===== config.mk =====
export PLATFORM = sky130hd
export DESIGN_NAME = shift_reg_ctrl
export DESIGN_NICKNAME = d
export VERILOG_FILES = /design/src/rtl/shift_reg_ctrl.sv
export SDC_FILE = /design/constraint.sdc
export NUM_CORES = 1
export LEC_CHECK = 0
export CAP_MARGIN = 20
export CORE_MARGIN = 2
export CORE_UTILIZATION = 50
export CTS_CLUSTER_SIZE = 10
export DETAILED_ROUTE_END_ITERATION = 6
export PLACE_DENSITY = 0.87
export SLEW_MARGIN = 20
export SYNTH_ARGS = -nofsm -noshare
export SYNTH_HDL_FRONTEND = slang
export SYNTH_SLANG_ARGS = --single-unit

===== constraint.sdc =====
create_clock -name clk -period 3 [get_ports clk]
set_input_delay 0.45 -clock clk [delete_from_list [all_inputs] [get_ports clk]]
set_output_delay 0.45 -clock clk [all_outputs]
set_load 0.05 [all_outputs]

===== src/rtl/shift_reg_ctrl.sv =====
// shift_reg_ctrl: WIDTH-bit register with load/clear and multi-step shift/rotate under a busy/done handshake
module shift_reg_ctrl #(
    parameter int WIDTH = 8,
    parameter int AMT_W = 3
) (
    input  logic             clk,
    input  logic             rst_n,
    input  logic             start,
    input  logic [2:0]       op,
    input  logic [AMT_W-1:0] amt,
    input  logic [WIDTH-1:0] din,
    input  logic             sin,
    output logic [WIDTH-1:0] q,
    output logic             sout,
    output logic             busy,
    output logic             done
);
    localparam logic [0:0] IDLE = 1'b0;
    localparam logic [0:0] RUN  = 1'b1;
    localparam logic [2:0] OP_LOAD  = 3'b001;
    localparam logic [2:0] OP_SHL   = 3'b010;
    localparam logic [2:0] OP_SHR   = 3'b011;
    localparam logic [2:0] OP_ROL   = 3'b100;
    localparam logic [2:0] OP_ROR   = 3'b101;
    localparam logic [2:0] OP_CLEAR = 3'b110;

    logic [0:0]       state_q, state_d;
    logic [2:0]       op_q, op_d;
    logic [AMT_W-1:0] cnt_q, cnt_d;
    logic [WIDTH-1:0] q_q, q_d, step_val;
    logic             sout_q, sout_d, step_sout, done_q, done_d, multi;

    // one step of the latched shift/rotate op applied to the current contents
    always_comb begin
        step_val  = q_q;
        step_sout = sout_q;
        case (op_q)
            OP_SHL: begin step_val = {q_q[WIDTH-2:0], sin};      step_sout = q_q[WIDTH-1]; end
            OP_SHR: begin step_val = {sin, q_q[WIDTH-1:1]};      step_sout = q_q[0];       end
            OP_ROL: begin step_val = {q_q[WIDTH-2:0], q_q[WIDTH-1]}; step_sout = q_q[WIDTH-1]; end
            OP_ROR: begin step_val = {q_q[0], q_q[WIDTH-1:1]};   step_sout = q_q[0];       end
            default: ;
        endcase
    end

    // command acceptance in IDLE, step sequencing and completion in RUN
    always_comb begin
        multi   = (op >= OP_SHL) && (op <= OP_ROR) && (amt != '0);
        state_d = state_q;
        op_d    = op_q;
        cnt_d   = cnt_q;
        q_d     = q_q;
        sout_d  = sout_q;
        done_d  = 1'b0;
        if (state_q == IDLE) begin
            if (start) begin
                op_d = op;
                if (multi) begin
                    state_d = RUN;
                    cnt_d   = amt;
                end else begin
                    done_d = 1'b1;
                    q_d    = (op == OP_LOAD) ? din : (op == OP_CLEAR) ? '0 : q_q;
                end
            end
        end else begin
            q_d    = step_val;
            sout_d = step_sout;
            cnt_d  = cnt_q - 1'b1;
            if (cnt_q == AMT_W'(1)) begin
                state_d = IDLE;
                done_d  = 1'b1;
            end
        end
    end

    // state registers; reset abandons any command in progress
    always_ff @(posedge clk) begin
        if (!rst_n) begin
            state_q <= IDLE;
            op_q    <= '0;
            cnt_q   <= '0;
            q_q     <= '0;
            sout_q  <= 1'b0;
            done_q  <= 1'b0;
        end else begin
            state_q <= state_d;
            op_q    <= op_d;
            cnt_q   <= cnt_d;
            q_q     <= q_d;
            sout_q  <= sout_d;
            done_q  <= done_d;
        end
    end

    assign q    = q_q;
    assign sout = sout_q;
    assign busy = (state_q == RUN);
    assign done = done_q;
endmodule


==> metrics.md <==
| Metric | Value |
|---|---|
| Max IR drop VDD | `slightly above 0.3 mV` |
| CTS H-tree depth | `1` |
| Initial Utilization | `approximately 52%` |
| Layout cells sized above 1 | `between 7 and 8%` |
| Starting DRT DRC Count | `70` |
| Relative slew margins | `48.36%` |
| Worst reg2reg setup slack | `around 1.2 ns` |
| Mapped Area | `1016 um2` |
| GRT Resource Usage Total | `between 20% and 30%` |
| Clock-pin slew of the registers on the worst-case setup and hold paths | `roughly 0.1 ns` |
| Main combinational cell family by area after synthesis | `compound AO/OA/AOI/OAI gates` |
| Final worst path period share | `about 80%` |
| Site Rows | `16` |
| Crit-path max cell delay | `~0.91 ns` |
| Vias/cell | `~6.2` |
| Synth top area cells | `dfxtp_1 33%, o31ai_1 6.7%, a222oi_1 5.9%` |
| HPWL after DPL | `between 1.5 and 2 mm` |
| Synth Register Bits | `17` |
| Pre-Repair DR Iteration Count | `6` |
| Combinational Power Share | `between 30% and 40%` |
| Setup TNS | `0 ns` |
| Synth Net Count | `approximately 130` |
| Post-Synth Adder-Cell Area | `around 2.5%` |
| Vias in the first global route | `around 950` |
| Largest net degree at the start of global routing | `19` |
| Die H | `49.08 um` |
| Synth Area in XOR/XNOR | `2.463%` |
| Syn-to-layout area delta | `29.19%` |
| Vias | `1004` |
| Antenna-violating nets left | `0` |
| Die footprint | `2408 um2` |
| Hold Buf Count CTS | `0` |
| Syn Inst Count | `approximately 110` |
| Syn Area/Cell | `roughly 9.1 um2` |
| N_diodes | `0` |
| Post-CTS setup buffers | `0` |
| TritonCTS Sinks | `17` |
| Leak Pwr | `0.4885 nW` |
| Worst-case clock buffer depth | `2` |
| Tot Pwr | `approximately 0.00058 W` |
| CP Cell Sequence | `clkdlybuf4s50_1` |
| Hold Crit Class | `reg -> reg` |
| CTS tree | `done` |
| RD Place Congestion | `approximately 0.83` |
| Peak Freq | `roughly 0.43 GHz` |
| Compound-gate portion of the synthesized area | `a little over a third` |
| Outcome | `complete, no violations` |
| Post-synthesis mux area share | `2.956%` |
| Crit. End Element | `output pin` |
| Total of max-cap violations | `0` |
| Skew final | `roughly 0.011 ns` |
| Seq/Total Area, Yosys | `between 30% and 40%` |
| Worst-Skew Late Latency | `between 0.2 and 0.3 ns` |
| Slowest cell on crit path | `clkdlybuf4s50_1` |
| WL per Instance | `roughly 15 um` |
| Die width | `49.08 um` |
| Post-synth cell types | `42` |
| Count of boundary I/O pins | `29` |
| Core area | `between 1500 and 2000 um2` |
| Fill count | `between 150 and 200` |
| Sw frac | `approximately a third` |
| Post-Synth Simple-Gate Area | `16.50%` |
| Fin. Hold Viols | `0` |
| Worst slew pin tran | `between 0.7 and 0.8 ns` |
| Unrepaired setup endpoints after global routing | `false` |
| Remaining DRCs | `0` |
| Port buffer count | `28` |
| Share of total power in sequential cells | `between 40% and 50%` |
| First-pass GRT wire length | `around 4.2 mm` |
| Power density over the cells | `between 400 and 500 nW/um2` |
| Post-route minimum period | `approximately 2.4 ns` |
| Largest area contributor in the netlist | `dfxtp_1` |
| Final setup vio count | `0` |
| Fin nets | `approximately 160` |
| Delay-heaviest family, CP | `buffers and inverters` |
| Post-synth top area share | `between 30% and 40%` |
| Slew Viols, Final | `0` |
| NetSw | `0.0002031 W` |
| Pint | `roughly 0.00038 W` |
| Clock Tree Root | `clkbuf_4` |
| Clock power frac | `between 20% and 30%` |
| Data arrival time of the critical path | `1.90 ns` |
| Worst path required time | `2.55 ns` |
| Post-CTS Resized | `0` |
| TritonCTS buffer count | `3` |
| Ys Warns | `0` |
| CP startpoint kind | `flop` |
| Grt ovf | `0` |
| Critical path class | `reg -> out` |
| Initial antenna violation count | `0` |
| WL final | `approximately 2.5 mm` |
| Crit path max fanout | `18` |
| Crit path buffers/inverters | `1` |
## kinds of logic (layout without fill, tap and decap cells)
kind of cell,after synthesis,after routing
AO/OA/AOI/OAI,44,44
XOR/XNOR,2,2
adder cells (fa/ha/maj),2,2
buffers and inverters,16,39
flip-flops,17,17
multiplexers,3,3
AND/OR/NAND/NOR,28,28
## cells in the mapped netlist, drive strengths merged
cell type,number
dfxtp,17
o31ai,9
a21oi,8
nand2,7
a222oi,6
inv,6
buf,5
clkbuf,5
nor2,5
nor2b,5
a21boi,4
a31oi,4
mux2i,3
a211oi,2
and3,2
ha,2
xor2,2
a311o,1
a311oi,1
a32oi,1
and2,1
nand2b,1
nand3b,1
nand4,1
nor4b,1
nor4bb,1
o211a,1
o211ai,1
o21a,1
o21bai,1
o221ai,1
o311a,1
o311ai,1
o32a,1
or2,1
or3b,1
or4b,1
## registers in the layout, summed over array words and instances, names as in the netlist
signal,count
q,8
done,1
cnt_q,3
busy,1
sout,1
op_q,3
## cell usage in the layout, fill, tap and decap left out, types with 2 or more instances in the layout
cell	instances
mux2i_1	3
nor2_1	5
inv_1	6
a211oi_1	2
and3_1	2
a21boi_1	2
clkbuf_4	3
clkdlybuf4s50_1	28
a222oi_1	6
nor2b_1	5
a31oi_1	4
ha_1	2
nand2_1	7
dfxtp_1	17
o31ai_1	9
a21oi_1	8
## worst min-delay path: stages, from the launching register on
cell      delay [ns]
dfxtp_1         0.34
o211ai_1        0.08
a21boi_1        0.06
## per-stage QoR
step	utilization, %	worst slack (ns)	cells	area [um2]	hold slack, ns
finish	67.59	0.6483	162	1313	0.5185
global route	67.59	0.5535	162	1313	0.5518
CTS	67.59	0.6622	162	1313	0.5193
detailed placement	66.24	0.7166	158	1286	0.4981
global placement	66.24	0.7905	158	1286	0.4720
floorplan	-	1.264	112	1016	0.4493
## power groups by stage
stage	clock, W	combinational (W)	sequential (W)
floorplan	0	0.0000881	0.000307
global placement	0	0.000178	0.000279
detailed placement	0	0.000183	0.000280
CTS	0.000124	0.000184	0.000275
global route	0.000136	0.000197	0.000280
finish	0.000123	0.000184	0.000276
## layout make-up
cell class,instances,area (um2),share of cell area [%]
well taps,27,33.78,2.574
flip-flops and latches,17,340.3,25.93
clock buffers,4,26.28,2.002
multi-input cells,79,601.8,45.85
inverters,6,22.52,1.716
repair buffers,29,287.8,21.93
## layer usage
layer	global-route usage (%)	vias to the layer above	wire length [um]	part of all wire (%)
li1	-	476	-	-
met5	0	-	0	0
met1	29.04	473	1035	42
met4	10.95	0	36	1.4
met2	35.36	50	1211	49
met3	5.215	5	207	8.3
## final timing paths
path                            cells past startpoint     start        to
worst min register to register                      2  cnt_q[2]  cnt_q[2]
worst max-delay path                                1      busy      busy
worst max register to register                      4   op_q[1]      q[1]
worst min-delay path                                2  cnt_q[2]  cnt_q[2]
Note: power is estimated with default switching activity, not from simulation.
